`config.mk`:
```
export PLATFORM = sky130hd
export DESIGN_NAME = cpu_run_ctrl
export DESIGN_NICKNAME = d
export VERILOG_FILES = /design/src/rtl/cpu_run_ctrl.sv
export SDC_FILE = /design/constraint.sdc
export NUM_CORES = 1
export LEC_CHECK = 0
export ABC_AREA = 1
export CORE_ASPECT_RATIO = 1.4
export CORE_UTILIZATION = 35
export DETAILED_ROUTE_END_ITERATION = 8
export GPL_ROUTABILITY_DRIVEN = 0
export SLEW_MARGIN = 30
export SYNTH_ARGS = -nofsm -noshare
export SYNTH_HDL_FRONTEND = slang
export SYNTH_SLANG_ARGS = --single-unit
```
`constraint.sdc`:
```
create_clock -name clk -period 2.5 [get_ports clk]
set_input_delay 0.375 -clock clk [delete_from_list [all_inputs] [get_ports clk]]
set_output_delay 0.375 -clock clk [all_outputs]
set_load 0.005 [all_outputs]
```
`src/rtl/cpu_run_ctrl.sv`:
```
// CPU run controller: debounced step/run keys, reset hold, single-step,
// free-run with one hardware breakpoint, and a saturating retire counter.
module cpu_run_ctrl #(
    parameter int unsigned DEB_CYCLES = 50000,
    parameter int unsigned RST_CYCLES = 16
) (
    input  logic        clk,
    input  logic        reset,
    input  logic        key_step_n,
    input  logic        key_run_n,
    input  logic [15:0] pc,
    input  logic [15:0] bp_addr,
    input  logic        bp_en,
    output logic        cpu_rst,
    output logic        cpu_en,
    output logic [2:0]  state_o,
    output logic [15:0] instr_count
);

    localparam int unsigned DEB_W  = 20;
    localparam int unsigned HOLD_W = 8;
    localparam int unsigned CNT_W  = 16;

    localparam logic [DEB_W-1:0]  DEB_LAST  = DEB_W'(DEB_CYCLES - 1);
    localparam logic [HOLD_W-1:0] HOLD_LAST = HOLD_W'(RST_CYCLES - 1);
    localparam logic [CNT_W-1:0]  CNT_MAX   = '1;

    typedef enum logic [2:0] {
        RST_HOLD = 3'd0,
        HALTED   = 3'd1,
        STEP     = 3'd2,
        RUN      = 3'd3,
        BREAK    = 3'd4,
        RESUME   = 3'd5
    } state_t;

    state_t state_q;
    state_t state_d;

    logic              step_sync1;
    logic              step_sync2;
    logic              step_level;
    logic [DEB_W-1:0]  step_cnt;
    logic              step_press;

    logic              run_sync1;
    logic              run_sync2;
    logic              run_level;
    logic [DEB_W-1:0]  run_cnt;
    logic              run_press;

    logic [HOLD_W-1:0] hold_cnt;
    logic              bp_hit;

    // Step key: synchronize, debounce, pulse on accepted press (high-to-low)
    always_ff @(posedge clk or posedge reset) begin
        if (reset) begin
            step_sync1 <= 1'b1;
            step_sync2 <= 1'b1;
            step_level <= 1'b1;
            step_cnt   <= '0;
            step_press <= 1'b0;
        end else begin
            step_sync1 <= key_step_n;
            step_sync2 <= step_sync1;
            step_press <= 1'b0;
            if (step_sync2 != step_level) begin
                if (step_cnt == DEB_LAST) begin
                    step_level <= step_sync2;
                    step_cnt   <= '0;
                    step_press <= ~step_sync2;
                end else begin
                    step_cnt <= step_cnt + DEB_W'(1);
                end
            end else begin
                step_cnt <= '0;
            end
        end
    end

    // Run key: synchronize, debounce, pulse on accepted press (high-to-low)
    always_ff @(posedge clk or posedge reset) begin
        if (reset) begin
            run_sync1 <= 1'b1;
            run_sync2 <= 1'b1;
            run_level <= 1'b1;
            run_cnt   <= '0;
            run_press <= 1'b0;
        end else begin
            run_sync1 <= key_run_n;
            run_sync2 <= run_sync1;
            run_press <= 1'b0;
            if (run_sync2 != run_level) begin
                if (run_cnt == DEB_LAST) begin
                    run_level <= run_sync2;
                    run_cnt   <= '0;
                    run_press <= ~run_sync2;
                end else begin
                    run_cnt <= run_cnt + DEB_W'(1);
                end
            end else begin
                run_cnt <= '0;
            end
        end
    end

    // Control state register
    always_ff @(posedge clk or posedge reset) begin
        if (reset) begin
            state_q <= RST_HOLD;
        end else begin
            state_q <= state_d;
        end
    end

    // Reset-hold timer, only advances while holding the core in reset
    always_ff @(posedge clk or posedge reset) begin
        if (reset) begin
            hold_cnt <= '0;
        end else if (state_q == RST_HOLD) begin
            hold_cnt <= hold_cnt + HOLD_W'(1);
        end else begin
            hold_cnt <= '0;
        end
    end

    // Next state and clock enable; run press wins over a simultaneous step press
    always_comb begin
        state_d = state_q;
        cpu_en  = 1'b0;
        bp_hit  = bp_en && (pc == bp_addr);
        case (state_q)
            RST_HOLD: begin
                if (hold_cnt == HOLD_LAST) state_d = HALTED;
            end
            HALTED: begin
                if (run_press)       state_d = RUN;
                else if (step_press) state_d = STEP;
            end
            STEP: begin
                cpu_en  = 1'b1;
                state_d = HALTED;
            end
            RUN: begin
                cpu_en = ~bp_hit;
                if (bp_hit)         state_d = BREAK;
                else if (run_press) state_d = HALTED;
            end
            BREAK: begin
                if (run_press)       state_d = RESUME;
                else if (step_press) state_d = STEP;
            end
            RESUME: begin
                cpu_en  = 1'b1;
                state_d = RUN;
            end
            default: begin
                state_d = RST_HOLD;
            end
        endcase
    end

    // Retired-instruction counter, saturating
    always_ff @(posedge clk or posedge reset) begin
        if (reset) begin
            instr_count <= '0;
        end else if (cpu_en && (instr_count != CNT_MAX)) begin
            instr_count <= instr_count + CNT_W'(1);
        end
    end

    assign cpu_rst = (state_q == RST_HOLD);
    assign state_o = state_q;

endmodule
```
## Word level (Yosys, flattened, before mapping)

Index checks and enable logic that the tools add are counted.
Widths: inputs -> output; s select.

- Bits in registers: 75
- Output and inout port bits: 21
- Input bits: 37
- Logic and storage cells: 58

- Equality and inequality tests: 14
- Reductions and logical operators: 7
- Multiplexer cells: 17
- Bitwise gates (word level): 3
- Add/sub/neg operators: 4

Operator list:

| operator | number |
|---|---|
| $mux 20 | 4 |
| $add 20x1->20 const B | 2 |
| $eq 20x16->1 const B | 2 |
| $mux 3 | 6 |
| $pmux 3 s6 | 1 |
| $add 16x1->16 const B | 1 |
| $eq 16x16->1 | 1 |
| $ne 16x16->1 const B | 1 |
| $add 8x1->8 const B | 1 |
| $eq 8x4->1 const B | 1 |
| $mux 8 | 1 |
| $eq 3x2->1 const B | 2 |
| $eq 3x3->1 const B | 2 |
| $reduce_and 2->1 | 3 |
| $mux 1 | 4 |
| $eq 3x1->1 const B | 1 |
| $logic_not 3->1 | 1 |
| $ne 3x3->1 const B | 1 |
| $not 1->1 | 3 |
| $logic_and 1x1->1 | 2 |
| $ne 1x1->1 | 2 |
| $ne 2x1->1 const B | 1 |
| $pmux 1 s2 | 1 |
| $reduce_or 2->1 | 1 |

## Longest topological paths before layout

Gate-level depths: netlist (run 1).

- Depth in word-level cells: 5
- Gate-level depth with buffers: 13
- Gate-level depth less buffers: 12

## Least setup slack after synthesis (run 1)

OpenSTA, ideal clock, no wires.

- Path type: register to register
- From: register instr_count[0]
- To: register instr_count[5]
- Data required time: 2.383 ns
- Setup slack: 0.829 ns
- Library setup time: 0.117 ns
- Arrival: 1.554 ns
- Period minus slack after synthesis: 1.671 ns
- Stages on the path, launching flop included: 8
- Buffers on the path: 1
- Cells stage by stage: dfrtp_1 > ha_1 > nand3_1 > nor3_4 > nand4_4 > buf_2 > nand3_1 > nand2_1

- Word-level cells in the longest chain between the ends: 2
- Elaborated cells between the ends (all ways): 3
- Those cells by class: add/sub (1); eq/ne (1); reduce/logical (1)

RTL lines:

| what | RTL line | RTL |
|---|---|---|
| from (decl) | 17 | `output logic [15:0] instr_count` |
| from (signal assigned) | 168 | `instr_count <= instr_count + CNT_W'(1);` |
| branches (longest 2 deep; another with $add 16x1->16) | - |  |

Several ways; the timed one is not identified.
A chain may end at the register's enable or synchronous reset.

## Final worst setup path (run 1)

- From: register state_q[2] (netlist: state_o[2])
- To: output port cpu_rst

- Word-level cells in the longest chain between the ends: 1

RTL lines:

| what | RTL line | RTL |
|---|---|---|
| from (decl) | 37 | `state_t state_q;` |
| from (signal assigned) | 112 | `state_q <= state_d;` |
| $logic_not 3->1 | 172 | `assign cpu_rst = (state_q == RST_HOLD);` |
| to (decl) | 14 | `output logic cpu_rst,` |

Every way passes these cells.

==> reports/results.txt, run 1 <==
Yosys top cell by area: dfrtp_1
WS Path Type: flop to output port
Core Rows: 47
Area contributors post-synth: dfrtp_1 41%, nand2_1 11%, nor2_1 6.8%
Syn Std Cell Area: 4250 µm²
fmax: 467 MHz
Total Wirelength: 9.62 mm
Worst Hold Class: flop to flop
clock buffer depth: 2
Post-Syn Instances: 552
CTS tree: done
Layout area overhead: 25.4%
layout cells sized above 1: 7.02%
Cell Chain, Critical Path: nor2_1, inv_1, nor2_1, clkdlybuf4s50_1
#FFs+latches synth: 75
worst hold margin: 0.355 ns
Die H: 132 µm
leak pwr: 2.46 nW
CP max FO: 6
P_sw: 599 µW
die area: 12600 µm²
cts bufs inserted: 9
Switching Fraction: 22.4%
Clock Root Buffer: clkbuf_16
first-pass GRT wire length: 16.4 mm
number of enable flip-flop cells after synthesis: 0
Final Slew Violations: 0
Seq/Total Area, Yosys: 44.4%
antenna viol nets, final: 0
vias in the first global route: 3887
crit path time final: 2.14 ns
PortBufs: 57
CP arrival: 1.76 ns
gr usage total: 16.2%
worst endpoint required time: 2.12 ns
IR Drop Worst-Case VDD: 297 µV
Clk Latency, worst-skew pair: 0.33 ns
Via Count: 3802
crit end category: output port
antenna violations before repair: 0
largest net degree at the start of global routing: 76
Synth Area per Inst: 7.69 µm²
final setup fails: 0
ant diodes: 0
worst slew pin tran: 0.520 ns
DRT Pass-1 Iters: 4
vias per inst: 4.91
Die Width: 95.1 µm
most frequent cells after synthesis: 130 x nand2_1, 77 x nor2_1, 73 x inv_1, 69 x dfrtp_1, 50 x nand3_1
period utilization: 85.6%
combinational power share: 5.8%
grt ovf: 0
Crit-path slowest cell: clkdlybuf4s50_1
type of origin of the critical path: flop
YS warnings: 0
pwr dens: 503 nW/µm²
Synth async-reset ratio: 100%
CTS sink cnt: 75
final hold vios: 0
post-synth cell types: 37
Core ar.: 11800 µm²
cell mode on critical path: nor2_1
Internal Power: 2.08 mW
I/O pin cnt: 58
clock share of power: 48.0%
clk slew on worst S/H paths: 0.06 ns
Max-Cap Viols: 0
predominant post-synthesis flop cell: dfrtp_1
Final HPWL DP: 6.94 mm
DR iter-0 viols: 136
most numerous cell in the Yosys netlist: nand2_1
initial core utilization: 35.9%
Setup TNS: 0 ns
Routed WL per cell: 12.4 µm
H-tree lvl count: 3
Flop pwr share: 46.1%
Remaining DRCs: 0
top-area cell type share of the netlist area: 40.7%
CP peak stage delay: 0.56 ns
Slew HR: 65.4%
post-synth net total: 593
Final nets: 663
final setup skew: 0.00718 ns
RSZ-0062 raised after global routing: no
outcome: completed
-- power by group through the flow --
stage	clock network, mW	registers (mW)	logic (mW)
6_report	1.29	1.24	0.156
5_1_grt	1.36	1.24	0.177
4_1_cts	1.32	1.24	0.161
3_5_place_dp	0	1.26	0.159
3_3_place_gp	0	1.26	0.156
2_1_floorplan	0	1.26	0.0736
-- per-stage QoR --
step	utilization (%)	cells	instance area (µm²)	setup WS [ns]	total power, mW
3_5_place_dp	42.5	757	5020	0.00811	1.42
6_report	45.1	774	5330	0.360	2.68
2_1_floorplan	-	552	4250	0.225	1.33
3_3_place_gp	42.5	757	5020	0.0242	1.41
5_1_grt	45.1	774	5330	0.256	2.78
4_1_cts	45.0	774	5320	0.0245	2.72
-- path summary, 6_finish.rpt --
kind	start	end	slack [ns]	cells after the start
max in group asynchronous	reset	step_sync1$_DFF_PP1_	1.70	3
hold reg to reg	run_sync1$_DFF_PP1_	run_sync2$_DFF_PP1_	0.35	0
setup / recovery	state_o[2]$_DFFE_PP0P_	cpu_rst	0.36	4
hold / removal	run_sync1$_DFF_PP1_	run_sync2$_DFF_PP1_	0.35	0
setup reg to reg	instr_count[0]$_DFFE_PP0P_	instr_count[15]$_DFFE_PP0P_	0.54	7
min in group asynchronous	reset	instr_count[2]$_DFFE_PP0P_	0.44	3
-- repair_timing --
item                                    in CTS  in global routing
buffers inserted                             1                  0
hold buffers                                 0                  0
pin swaps                                    1                  0
endpoints found under the setup margin       1                  1
resized for setup                            0                  1
-- logic make-up (layout without fill, tap and decap cells) --
family / after synthesis / after routing / synth area share (%)
AOI/OAI and AO/OA: 35 / 35 / 5.07
xor gates and xnor gates: 39 / 39 / 8.04
adders and majority gates: 4 / 4 / 1.18
buffers and inverters: 78 / 153 / 7.19
DFF: 75 / 75 / 44.4
and+or+nand+nor: 321 / 321 / 34.1
-- flip-flops by register name, summed over array words and instances, names as in the netlist --
signal / cells
step_level: 1
run_sync1: 1
run_press: 1
state_o: 3
step_sync1: 1
hold_cnt: 8
instr_count: 16
run_level: 1
step_cnt: 20
step_press: 1
step_sync2: 1
run_cnt: 20
run_sync2: 1
-- routing by layer --
layer | GRT usage (%) | up-vias | part of all wire [%] | wire [µm]
met5 | 0 | - | 0 | 0
met4 | 6.73 | 0 | 1.8 | 171
met3 | 3.17 | 16 | 5.3 | 510
met2 | 29.0 | 85 | 51 | 4920
met1 | 18.2 | 1791 | 42 | 4020
li1 | - | 1910 | - | -
-- critical path, delay by kind of cell, from the launching register on --
family	cells	cell delay, ns
flops	1	0.43
simple gates	2	0.37
buf+inv	2	0.63
-- cells in the final DEF (no fill, tap or decap), types with 2 or more instances in the layout --
master / instances
o21bai_1: 3
clkbuf_16: 9
dfstp_2: 6
nand3_1: 50
buf_4: 4
nor3b_1: 4
nand2_1: 130
a21oi_1: 10
dfrtp_1: 69
clkinvlp_4: 3
nor3_1: 21
clkdlybuf4s50_1: 56
xor2_1: 20
or2_2: 7
o21ai_0: 13
xnor2_1: 19
ha_1: 4
nand4_1: 12
inv_1: 72
a31oi_1: 4
nor2_1: 77
clkinv_1: 2
nor4_1: 10
-- cell type report --
class | instances | area, µm²
fill | 1213 | 6490
multi-input combinational | 399 | 2060
sequential | 75 | 1880
timing repair buffer | 62 | 623
inverter | 75 | 282
clock buffer | 10 | 229
tap | 147 | 184
clock inverter | 6 | 66.3
No activity file was read; power rests on OpenSTA's default activity.
==> run 2, diff against run 1 <==
- ABC_CLOCK_PERIOD_IN_PS: unset -> 1800
- clock period: 2.5 -> 1.8 ns (I/O delays scaled with it)
==> run 2 against run 1 <==
Sequential share of layout area is 2.2 points lower; sequential cell count stayed put; worst setup slack got worse by 0.35 ns; wire length rose by 5.9%; first-iteration DRC count grew 2.2%; clock power is 36% higher; clock-buffer cell count grew 3; clock skew is essentially flat; register-to-register slack lost 0.46 ns; design area increased by 6.8%; global-route usage rose by 0.86 points; critical endpoint is now cpu_en.
==> reports/results.txt, run 2 (same netlist as run 1, synthesis figures left out) <==
clk slew on worst S/H paths: 0.06 ns
Final nets: 693
die area: 12600 µm²
worst hold path endpoint: run_sync1$_DFF_PP1_
Max-Cap Viols: 0
Largest regs: run_cnt (20), step_cnt (20), instr_count (16)
gr usage total: 17.1%
final setup skew: 0.00739 ns
WS Path Type: flop to output port
Final Slew Violations: 0
grt ovf: 0
CP max FO: 4
uppermost layer routed: met4
Layout area overhead: 33.9%
CP peak stage delay: 0.39 ns
Core ar.: 11800 µm²
leak pwr: 2.71 nW
PortBufs: 57
Die Width: 95.1 µm
Slew HR: 73.3%
period utilization: 99.3%
worst slew pin tran: 0.401 ns
ant diodes: 0
fmax: 560 MHz
H-tree lvl count: 3
CP arrival: 1.52 ns
Filler Cell Count: 1180
cts bufs inserted: 9
worst hold margin: 0.336 ns
RSZ-0062 raised after global routing: yes
most frequent cells in the layout: 128 x nand2_1, 70 x inv_1, 70 x nor2_1
Final HPWL DP: 7.44 mm
most common cell after layout, fill and taps aside: nand2_1
capture point of the worst reg-to-reg path: instr_count[5]$_DFFE_PP0P_
PnR Total Power: 3.69 mW
Clock Root Buffer: clkbuf_16
worst endpoint required time: 1.53 ns
first-pass GRT wire length: 16.8 mm
Cell Chain, Critical Path: buf_4, inv_1, nor3_2, o21bai_1, inv_1, nand2_2, buf_2
Clk Latency, worst-skew pair: 0.34 ns
initial core utilization: 35.9%
worst r2r src: state_o[2]$_DFFE_PP0P_
post-layout util: 48.1%
type of origin of the critical path: flop
Remaining DRCs: 0
IR Drop Worst-Case VDD: 528 µV
antenna viol nets, final: 0
vias per inst: 4.93
Crit-path slowest cell: dfrtp_2
multi-input logic area: 2160 µm²
DR iter-0 viols: 139
Die H: 132 µm
DRT Pass-1 Iters: 4
layout cells sized above 1: 15.4%
crit path time final: 1.79 ns
largest net degree at the start of global routing: 76
Finished Layout Cells: 804
Core Rows: 47
CTS tree: done
wl on met1: 4.04 mm
Setup TNS: 0 ns
met2 routed wirelength: 5.46 mm
clock buffer depth: 2
Total Wirelength: 10.2 mm
Inst Count DP: 785
crit end category: output port
HP Start: key_run_n
vias in the first global route: 3894
hold path depth: 1
Seq. cell area: 1890 µm²
antenna violations before repair: 0
Crit path max-delay family: flip-flops
final setup fails: 0
Worst Hold Class: primary input to flop
final hold vios: 0
Routed WL per cell: 12.7 µm
cell depth of the worst flop-to-flop path: 10
pwr dens: 650 nW/µm²
cell mode on critical path: inv_1
CTS sink cnt: 75
crit path buf inv count: 4
outcome: completed
Via Count: 3961
Routed met3 length: 412 µm
I/O pin cnt: 58
r2r setup slk: 0.08 ns
==> run 2: changes by cell type in the layout (fill, tap and decap cells not counted), sizes merged <==
cell / before / now
bufinv: 1 / 0
dlymetal6s2s: 1 / 11
buf: 5 / 36
clkdlybuf4s50: 56 / 41
clkbuf: 10 / 13
clkinv: 4 / 2
clkinvlp: 3 / 4
inv: 73 / 72
dlygate4sd2: 0 / 4
==> run 2: per-stage QoR <==
stage	cell area (µm²)	worst slack, ns
6_report	5690	0.0133
5_1_grt	5690	-0.0607
4_1_cts	5550	-0.0822
3_5_place_dp	5250	-0.464
3_3_place_gp	5250	-0.446
2_1_floorplan	4250	0.129
==> run 2: worst reg2reg max path: cells and delay by family, from the launching register on <==
kind	cells	cell delay, ns
simple gates	5	0.61
buf+inv	4	0.48
flops	1	0.39
compound gates	1	0.14
==> run 2: metal layers <==
layer  track usage, %  vias up
li1                 -     1978
met1             17.9     1883
met2             31.3       84
met3             3.46       16
met4             8.42        0
met5                0        -
==> run 2: cell type report <==
| type | count | share of cell area, % |
|---|---|---|
| well taps | 147 | 3.24 |
| clock buffers | 13 | 4.75 |
| flip-flops and latches | 75 | 33.2 |
| clock inverters | 3 | 0.396 |
| inverters | 75 | 5.02 |
| multi-input cells | 399 | 38.0 |
| repair buffers | 92 | 15.4 |
==> run 2: how the worst max path moves through the flow <==
| stage | depth (start not counted) | slack, ns | end | from |
|---|---|---|---|---|
| detailed placement | 9 | -0.46 | cpu_en | pc[13] |
| global placement | 9 | -0.45 | cpu_en | pc[13] |
| global route | 8 | -0.06 | cpu_en | bp_addr[12] |
| CTS | 11 | -0.08 | cpu_en | pc[5] |
| finish | 7 | 0.01 | cpu_en | state_o[2]$_DFFE_PP0P_ |
| floorplan | 7 | 0.13 | instr_count[5]$_DFFE_PP0P_ | instr_count[0]$_DFFE_PP0P_ |
==> run 2: timing repair <==
action                                  CTS  global route
cloned                                    0             0
gates resized for setup                  13            35
endpoints found under the setup margin    4            23
pin swaps                                 3            16
setup buffers                             1             2
hold buffers                              0             0
==> run 2: power by group <==
group	internal, mW	switching [mW]	total, mW
logic	0.116	0.115	0.231
clock network	1.05	0.700	1.75
registers	1.71	0.0111	1.72
total	2.87	0.826	3.69
